$ cat src/rtl/rfsoc_config.sv
// Shared configuration for the RFSoC DAC data path: bus/counter widths and
// the playback gate state encoding.
package rfsoc_config;

  localparam int BUS_WIDTH = 256;
  localparam int CNT_WIDTH = 32;

  typedef enum logic [1:0] {
    IDLE      = 2'd0,
    WAIT_TRIG = 2'd1,
    PLAY      = 2'd2
  } playback_state_t;

endpackage

$ cat src/rtl/axis_playback_gate.sv
// Gates a pre-loaded AXI-stream sample buffer onto the DAC stream.
// Armed with a word count, waits for a trigger, then plays exactly that many
// output slots. The DAC stream stays valid at all times: zeros are sent
// outside playback and whenever the FIFO runs dry during playback.
module axis_playback_gate
  import rfsoc_config::*;
#(
  parameter int bus_width = BUS_WIDTH,
  parameter int cnt_width = CNT_WIDTH
) (
  input  logic                 axis_clk,
  input  logic                 rst,
  input  logic                 arm,
  input  logic [cnt_width-1:0] play_len,
  input  logic                 trigger,
  input  logic                 abort,
  input  logic [bus_width-1:0] s_axis_tdata,
  input  logic                 s_axis_tvalid,
  output logic                 s_axis_tready,
  output logic [bus_width-1:0] m_axis_tdata,
  output logic                 m_axis_tvalid,
  input  logic                 m_axis_tready,
  output logic                 busy,
  output logic                 done,
  output logic                 underflow
);

  localparam logic [cnt_width-1:0] one_c = cnt_width'(1);

  playback_state_t        state_r;
  playback_state_t        state_s;
  logic [cnt_width-1:0]   remaining_r;
  logic [cnt_width-1:0]   remaining_s;
  logic [bus_width-1:0]   data_s;
  logic                   done_s;
  logic                   underflow_s;
  logic                   slot_s;

  // A slot is consumed only in PLAY, with the DAC ready, no abort pending and
  // words still owed; the FIFO is popped on exactly those cycles.
  assign slot_s        = (state_r == PLAY) && m_axis_tready && !abort &&
                         (remaining_r != '0);
  assign s_axis_tready = slot_s;

  // Next-state, counter and output-data decode; abort overrides everything.
  always_comb begin
    state_s     = state_r;
    remaining_s = remaining_r;
    done_s      = 1'b0;
    underflow_s = underflow;
    // Any ready cycle that does not carry a FIFO word emits zeros.
    if (m_axis_tready) begin
      data_s = '0;
    end else begin
      data_s = m_axis_tdata;
    end

    if (abort) begin
      state_s = IDLE;
    end else begin
      case (state_r)
        IDLE: begin
          if (arm) begin
            if (play_len == '0) begin
              done_s = 1'b1;
            end else begin
              remaining_s = play_len;
              underflow_s = 1'b0;
              state_s     = WAIT_TRIG;
            end
          end else begin
            state_s = IDLE;
          end
        end
        WAIT_TRIG: begin
          if (trigger) begin
            state_s = PLAY;
          end else begin
            state_s = WAIT_TRIG;
          end
        end
        PLAY: begin
          if (slot_s) begin
            remaining_s = remaining_r - one_c;
            if (s_axis_tvalid) begin
              data_s = s_axis_tdata;
            end else begin
              // Empty FIFO: slot still counts so DAC timing is preserved.
              data_s      = '0;
              underflow_s = 1'b1;
            end
            if (remaining_r == one_c) begin
              state_s = IDLE;
              done_s  = 1'b1;
            end else begin
              state_s = PLAY;
            end
          end else if (remaining_r == '0) begin
            // Nothing owed: cannot be reached through arming, recover anyway.
            state_s = IDLE;
          end else begin
            state_s = PLAY;
          end
        end
        default: begin
          state_s = IDLE;
        end
      endcase
    end
  end

  // State and play counter registers.
  always_ff @(posedge axis_clk or negedge rst) begin
    if (!rst) begin
      state_r     <= IDLE;
      remaining_r <= '0;
    end else begin
      state_r     <= state_s;
      remaining_r <= remaining_s;
    end
  end

  // Registered outputs; tdata only advances on DAC-ready cycles.
  always_ff @(posedge axis_clk or negedge rst) begin
    if (!rst) begin
      m_axis_tdata  <= '0;
      m_axis_tvalid <= 1'b0;
      busy          <= 1'b0;
      done          <= 1'b0;
      underflow     <= 1'b0;
    end else begin
      m_axis_tdata  <= data_s;
      m_axis_tvalid <= 1'b1;
      busy          <= (state_s != IDLE);
      done          <= done_s;
      underflow     <= underflow_s;
    end
  end

endmodule

$ cat config.mk
export PLATFORM = sky130hd
export DESIGN_NAME = axis_playback_gate
export DESIGN_NICKNAME = d
export VERILOG_FILES = /design/src/rtl/rfsoc_config.sv /design/src/rtl/axis_playback_gate.sv
export SDC_FILE = /design/constraint.sdc
export NUM_CORES = 1
export LEC_CHECK = 0
export ABC_AREA = 1
export BUFFER_PORTS_ARGS = -buffer_cell sky130_fd_sc_hd__buf_2
export CAP_MARGIN = 20
export CORE_AREA = 2 2 216 218
export CTS_BUF_LIST = sky130_fd_sc_hd__clkbuf_8
export DETAILED_ROUTE_END_ITERATION = 10
export DIE_AREA = 0 0 218 220
export GPL_ROUTABILITY_DRIVEN = 0
export GPL_TIMING_DRIVEN = 0
export HOLD_SLACK_MARGIN = 0.08
export PLACE_DENSITY = 0.62
export SLEW_MARGIN = 20
export SYNTH_ARGS = -nofsm -noshare
export SYNTH_HDL_FRONTEND = slang
export SYNTH_SLANG_ARGS = --single-unit
$ cat constraint.sdc
create_clock -name axis_clk -period 1.85 [get_ports axis_clk]
set_input_delay 0.185 -clock axis_clk [delete_from_list [all_inputs] [get_ports axis_clk]]
set_output_delay 0.185 -clock axis_clk [all_outputs]
set_load 0.02 [all_outputs]
Yosys cells after proc, flatten, opt, wreduce, memory -nomap -nowiden
Cells that the tools add are included.
Operators by class
  add/sub/neg operators: 1
  equality and inequality tests: 7
  multiplexer cells: 28
  bitwise logic cells: 1
  reductions and logical operators: 12
Operator list (count)
  256-bit 2-to-1 mux: 5
  32-bit 2-to-1 mux: 3
  32-bit logical NOT: 2
  32-bit one-hot mux with 2 select lines: 1
  32-bit by 1-bit equality test with 1-bit output (second input constant): 1
  32-bit nonzero test: 1
  32-bit by 1-bit subtractor with 32-bit output (second input constant): 1
  2-bit 2-to-1 mux: 7
  1-bit 2-to-1 mux: 9
  2-bit != test (second input constant): 4
  2-bit one-hot mux with 3 select lines: 1
  6-bit AND reduction: 1
  5-bit AND reduction: 1
  1-bit one-hot mux with 2 select lines: 2
  2-bit nonzero test: 2
  1-bit logical AND: 3
  2-bit by 1-bit equality test with 1-bit output (second input constant): 1
  2-bit equality test (second input constant): 1
  2-bit logical NOT: 1
  1-bit logical NOT: 1
  1-bit inverter: 1
Storage, ports and cells
  flip-flop bits (word level): 294
  output and inout bits: 261
  logic and storage cells: 56

Depth between registers and ports, before layout
Gate-level depths: netlist (run 1).
  depth in word-level cells: 8
  mapped depth: 12

Worst setup path before layout (run 1)
No wires, ideal clock.
  kind: register -> register
  from: reg remaining_r[0]
  to: reg m_axis_tdata[100]
  library setup time: 0.132 ns
  arrival: 1.531 ns
  required time: 1.718 ns
  path slack: 0.187 ns
  cell stages (with the launch flop): 12
  clock period less this slack: 1.663 ns
  cell sequence: dfrtp_1 inv_1 ha_1 nand2_1 nor2_1 nand2_2 o21ai_2 inv_2 buf_6 buf_4 nand3_1 o21ai_1
On the way
  cells in the longest elaborated chain, start to end: 5
RTL lines
  start, declared: RTL line axis_playback_gate.sv:32  | logic [cnt_width-1:0] remaining_r;
  start signal, assigned: RTL line axis_playback_gate.sv:119  | remaining_r <= remaining_s;
  32-bit nonzero test: RTL line axis_playback_gate.sv:42  | (remaining_r != '0);
  1-bit logical AND: RTL line axis_playback_gate.sv:41  | assign slot_s = (state_r == PLAY) && m_axis_tready && !abort &&
  256-bit 2-to-1 mux: RTL line axis_playback_gate.sv:83  | if (slot_s) begin
  256-bit 2-to-1 mux: RTL line axis_playback_gate.sv:61  | case (state_r)
  256-bit 2-to-1 mux: RTL line axis_playback_gate.sv:58  | if (abort) begin
  net data_s[100]: RTL line axis_playback_gate.sv:34  | logic [bus_width-1:0] data_s;
  end signal, assigned: RTL line axis_playback_gate.sv:132  | m_axis_tdata <= data_s;
  end, declared: RTL line axis_playback_gate.sv:20  | output logic [bus_width-1:0] m_axis_tdata,
The timed path passes the listed nets, and every way through them passes these cells.
A chain may end at the register's enable or synchronous reset.

Final worst setup path (run 1)
  from: reg remaining_r[1]
  to: out s_axis_tready
On the way
  cells in the longest elaborated chain, start to end: 2
RTL lines
  32-bit nonzero test: RTL line axis_playback_gate.sv:42
  1-bit logical AND: RTL line axis_playback_gate.sv:41
  end, declared: RTL line axis_playback_gate.sv:19  | output logic s_axis_tready,
No other way between the ends.

==> results.sh, run 1 <==
export IMPL_overflow=0
export IMPL_hp_class="primary input to register"
export IMPL_static_leakage_power_nw=10.6
export IMPL_synth_warnings=0
export IMPL_path_clk_slew_ns=0.05
export IMPL_crit_family="buffers and inverters"
export IMPL_drive_gt1_share_pct=29.1
export IMPL_fill_cells=4263
export IMPL_synth_top_area_share_pct=55.0
export IMPL_hold_viol=0
export IMPL_setup_slack_ns=-0.383
export IMPL_critPathBufInv=4
export IMPL_syn_area_per_cell_um2=8.26
export IMPL_finalMaxSlewViolations=0
export IMPL_cts_buffers=52
export IMPL_crit_path_max_incr_delay_ns=0.39
export IMPL_grt_pass1_vias=15200
export IMPL_place_inst=2784
export IMPL_yosys_area_top_type="dfrtp_1"
export IMPL_power_density_nw_per_um2=742
export IMPL_drv_cap=0
export IMPL_antenna_found_initial=1
export IMPL_wl_um=55300
export IMPL_core_area_um2=45900
export IMPL_hold_slack_ns=0.155
export IMPL_io_buffers=554
export IMPL_h_tree_depth=2
export IMPL_drcViolationCount=0
export IMPL_clock_fmax_ghz=0.448
export IMPL_path_cells="inv_2, ha_4, nand2_2, nor2_4, nand2_2, o21ai_4, inv_4, buf_8, buf_6"
export IMPL_worstMarginPinSlew_ns=0.929
export IMPL_clock_latency_ns=0.64
export IMPL_place_area_um2=17000
export IMPL_synth_edff_count=0
export IMPL_ir_drop_mv=0.460
export IMPL_violations="negative setup slack"
export IMPL_grt_use_total_pct=22.0
export IMPL_yosys_top_cells_area="dfrtp_1 55%, nand3_1 10%, o21ai_1 8.3%"
export IMPL_fin_cells=3207
export IMPL_start_kind="register"
export IMPL_cts_root_buffer="clkbuf_8"
export IMPL_ys_types=29
export IMPL_start_util_pct=29.2
export IMPL_crit_required_ns=1.66
export IMPL_run_status="finished, violations left"
export IMPL_num_io_pins=556
export IMPL_cp_common_cell="nand2_2"
export IMPL_ys_seq_elements=294
export IMPL_setup_viol=275
export IMPL_dr_pass1_iters=6
export IMPL_yosysSeqAreaShare_pct=55.0
export IMPL_power_total_mw=16.0
export IMPL_wl_per_cell_um=17.2
export IMPL_critPathMaxFanout=3
export IMPL_skew_ns=0.0300
export IMPL_path_class="register to output pin"
export IMPL_via_per_inst=4.74
export IMPL_fin_crit_sh_pct=121
export IMPL_synth_most_common_cell="dfrtp_1"
export IMPL_design_die_area_um2=48000
export IMPL_clk_path_buf_depth=3
export IMPL_ys_async_sr_fraction_pct=100
export IMPL_syn_to_final_growth_pct=60.8
export IMPL_ant_nets=0
export IMPL_grt_max_degree=92
export IMPL_rsz0062_at_grt="yes"
export IMPL_hpwl_um=38100
export IMPL_synth_nets=1918
export IMPL_die_w_um=218
export IMPL_synth_cells=1620
export IMPL_slew_headroom_pct=38.1
export IMPL_reg2reg_slack_ns=-0.37
export IMPL_layout_nets=2863
export IMPL_cp_slowest_cell="dfrtp_1"
export IMPL_drtIter0Drc=1088
export IMPL_synthFlopType="dfrtp_1"
export IMPL_std_cell_rows=79
export IMPL_netlist_area_um2=13400
export IMPL_cp_end_kind="output pin"
export IMPL_clkSinkCount=294
export IMPL_period_minus_slack_ns=2.23
export IMPL_dieHeight_um=220
export IMPL_cts_tree="done"
export IMPL_vias=15200
export IMPL_final_area_um2=21500
export IMPL_synth_commonest_cells="294 x dfrtp_1, 285 x inv_1, 276 x nand3_1"
export IMPL_grt_first_pass_wirelength_um=82300
export IMPL_cp_arrival_ns=2.05
[stage by stage]
stage               worst slack, ns  setup TNS [ns]  utilization (%)
floorplan                     0.187               0                -
global route                 -0.489          -75.40             46.9
finish                       -0.383          -47.27             46.9
detailed placement           -0.783          -62.10             37.1
CTS                          -0.435          -47.87             46.6
global placement              -5.06        -1540.44             36.9
[routing by layer]
metal | share of wire [%] | track usage [%]
met1 | 39 | 25.7
met2 | 47 | 37.1
met3 | 8.0 | 5.15
met4 | 5.6 | 12.4
met5 | 0 | 0
[worst register-to-register path, stage by stage, from the launching register on]
cell	delay (ns)
dfrtp_1	0.39
inv_2	0.10
ha_4	0.13
nand2_2	0.07
nor2_4	0.13
nand2_2	0.07
o21ai_4	0.21
inv_4	0.08
buf_4	0.19
buf_4	0.16
buf_6	0.16
buf_6	0.16
nand3_2	0.10
o21ai_1	0.11
[worst paths after layout]
| kind | startpoint | end | cells past startpoint |
|---|---|---|---|
| min in group asynchronous | rst | m_axis_tvalid | 4 |
| max in group asynchronous | rst | m_axis_tdata[149] | 5 |
| worst max register to register | remaining_r[1] | m_axis_tdata[221] | 13 |
| worst min register to register | underflow | underflow | 2 |
| worst min-delay path | m_axis_tready | done | 5 |
| worst max-delay path | remaining_r[1] | s_axis_tready | 9 |
[logic make-up (layout without fill, tap and decap cells)]
kind of cell             Yosys count  after routing  share of synthesized area [%]
AO/OA/AOI/OAI                    289            289                           11.0
XOR/XNOR                           7              7                          0.458
adder cells (fa/ha/maj)            3              3                          0.280
buffers and inverters            384           1363                           12.2
flip-flops                       294            294                           55.0
other                              1              2                         0.0280
AND/OR/NAND/NOR                  642            642                           21.1
[area by class of cell]
type | instances | area (um2) | share of cell area (%)
flip-flops and latches | 294 | 7360 | 34.2
repair buffers | 891 | 6130 | 28.5
multi-input cells | 942 | 4540 | 21.1
plain buffers | 98 | 632 | 2.94
inverters | 286 | 1080 | 5.00
clock buffers | 62 | 853 | 3.96
clock inverters | 26 | 171 | 0.796
well taps | 607 | 759 | 3.53
diodes | 1 | 2.50 | 0.0116
[cell usage in the layout (no fill, tap or decap), types with 6 or more instances in the layout]
cell           count
buf_1              9
clkbuf_8          62
o21ai_1          225
buf_2            556
a21oi_1            7
nand2_2           12
inv_1            300
nor2_2            11
buf_4             45
dlygate4sd3_1    295
nor2_4            11
xnor2_1            6
nand2_1          236
buf_6             23
o21ai_0           48
nand3_1          272
nand4_1            8
nor2_1            84
clkbuf_1          50
dfrtp_1          290
[registers in the layout, summed over array words and instances (netlist names)]
register / cells
busy: 1
done: 1
underflow: 1
remaining_r: 32
m_axis_tdata: 256
m_axis_tvalid: 1
state_r: 2
[what timing repair did]
item / 4_1_cts / 5_1_grt
setup buffers: 26 / 12
pin swaps: 9 / 11
resized for setup: 47 / 23
hold buffers: 296 / 0
endpoints found under the setup margin: 290 / 293
hold endpoints to repair: 496 / 0
[where the power goes]
part / internal, mW / leakage (nW) / switching (mW)
registers: 6.67 / 4.04 / 0.238
logic: 1.35 / 6.01 / 1.61
clock network: 3.30 / 0.596 / 2.80
Power figures use the tool's default switching activity.
==> inputs of run 2 (changes only) <==
- CAP_MARGIN: 20 -> 10
- clock period: 1.85 -> 2.6 ns (I/O delays scaled with it)
==> results.sh, run 2 (same netlist as run 1, synthesis figures left out) <==
export IMPL_finalMaxSlewViolations=0
export IMPL_setup_slack_ns=0.132
export IMPL_largest_register_ffs=256
export IMPL_period_minus_slack_ns=2.47
export IMPL_fill_cells=4322
export IMPL_reg_largest_list="m_axis_tdata (256), remaining_r (32), state_r (2)"
export IMPL_wl_um=54600
export IMPL_run_status="completed"
export IMPL_reg2reg_from="remaining_r[8]"
export IMPL_syn_to_final_growth_pct=58.1
export IMPL_path_clk_slew_ns=0.06
export IMPL_grt_max_degree=92
export IMPL_ant_nets=0
export IMPL_final_util_pct=46.1
export IMPL_largest_register="m_axis_tdata"
export IMPL_r2r_cells=10
export IMPL_num_io_pins=556
export IMPL_cp_arrival_ns=2.21
export IMPL_io_buffers=554
export IMPL_crit_required_ns=2.34
export IMPL_cp_end_kind="output pin"
export IMPL_core_area_um2=45900
export IMPL_static_leakage_power_nw=10.5
export IMPL_via_per_inst=4.72
export IMPL_grt_use_met3_pct=5.78
export IMPL_slew_headroom_pct=39.5
export IMPL_tns_ns=0
export IMPL_multi_input_area_um2=4450
export IMPL_regArea_um2=7360
export IMPL_place_area_um2=17000
export IMPL_grt_busiest_layer="met2"
export IMPL_reg2reg_slack_ns=0.29
export IMPL_power_total_mw=11.1
export IMPL_final_common_cell="buf_2"
export IMPL_h_tree_depth=2
export IMPL_drv_cap=0
export IMPL_hold_slack_ns=0.239
export IMPL_start_kind="register"
export IMPL_met1_usage_pct=25.3
export IMPL_grt_first_pass_wirelength_um=81300
export IMPL_fin_cells=3179
export IMPL_final_area_um2=21200
export IMPL_design_die_area_um2=48000
export IMPL_cts_root_buffer="clkbuf_8"
export IMPL_place_inst=2784
export IMPL_power_density_nw_per_um2=526
export IMPL_critPathMaxFanout=10
export IMPL_final_cell_mix="559 x buf_2, 300 x inv_1, 295 x dlygate4sd3_1, 290 x dfrtp_1, 276 x nand3_1"
export IMPL_clock_latency_ns=0.64
export IMPL_hpwl_um=38100
export IMPL_crit_path_end="s_axis_tready"
export IMPL_cts_buffers=52
export IMPL_layout_nets=2834
export IMPL_wl_per_cell_um=17.2
export IMPL_worstMarginPinSlew_ns=0.908
export IMPL_clock_fmax_ghz=0.405
export IMPL_r2r_end="m_axis_tdata[14]"
export IMPL_dieHeight_um=220
export IMPL_std_cell_rows=79
export IMPL_hp_class="primary input to register"
export IMPL_drtIter0Drc=1016
export IMPL_grt_use_total_pct=21.8
export IMPL_dr_pass1_iters=5
export IMPL_antenna_found_initial=4
export IMPL_ir_drop_mv=0.328
export IMPL_crit_start="remaining_r[8]"
export IMPL_cts_tree="done"
export IMPL_die_w_um=218
export IMPL_setup_viol=0
export IMPL_overflow=0
export IMPL_drive_gt1_share_pct=27.5
export IMPL_skew_ns=0.0318
export IMPL_grt_pass1_vias=15000
export IMPL_start_util_pct=29.2
export IMPL_grt_use_met2_pct=35.9
export IMPL_post_place_ws_ns=-0.0326
export IMPL_hold_viol=0
export IMPL_path_class="register to output pin"
export IMPL_drcViolationCount=0
export IMPL_fin_crit_sh_pct=94.9
export IMPL_clkSinkCount=294
export IMPL_clk_path_buf_depth=3
export IMPL_vias=15000
[run 2: cell count changes in the layout (fill, tap and decap cells not counted), sizes merged]
| cell | before | now |
|---|---|---|
| diode | 1 | 2 |
| buf | 640 | 611 |
| inv | 305 | 304 |
| clkinv | 5 | 6 |
[run 2: timing repair]
action	4_1_cts	5_1_grt
hold buffers	296	0
setup endpoints to repair	2	1
hold endpoints to repair	496	0
pin swaps	2	3
gates resized for setup	12	16
buffers inserted	2	7
[run 2: final cells by class]
class                           count  share of cell area (%)
Sequential cell                   294                    34.8
Clock buffer                       62                    4.03
Clock inverter                     26                   0.810
Antenna cell                        2                  0.0237
Timing Repair Buffer              862                    27.9
Buffer                             98                    2.70
Inverter                          286                    5.10
Multi-Input combinational cell    942                    21.0
Tap cell                          607                    3.59
[run 2: critical path, cell delays in order (launching register included)]
cell,delay [ns]
dfrtp_1,0.44
nor2_4,0.16
nand2_1,0.13
nor2_4,0.13
nand2_2,0.07
o21ai_4,0.21
clkinv_4,0.11
buf_6,0.16
buf_2,0.16
[run 2: how the worst min path moves through the flow]
stage | startpoint | end | slack [ns] | cells after the start
after global routing | m_axis_tready | done | 0.25 | 5
after floorplan | rst | busy | -0.04 | 0
after global placement | underflow | underflow | 0.48 | 2
after CTS | m_axis_tready | done | 0.19 | 5
final | m_axis_tready | done | 0.24 | 5
after detailed placement | rst | m_axis_tdata[18] | 0.16 | 1
[run 2: routing by layer]
| layer | up-vias | share of wire, % |
|---|---|---|
| met5 | - | 0.044 |
| met3 | 210 | 8.6 |
| li1 | 6978 | - |
| met2 | 795 | 47 |
| met1 | 7017 | 39 |
| met4 | 4 | 6.3 |
[run 2: where the power goes]
group	internal [mW]	switching, mW
Combinational	0.812	1.03
Clock	2.35	1.98
Sequential	4.74	0.208
Total	7.90	3.22
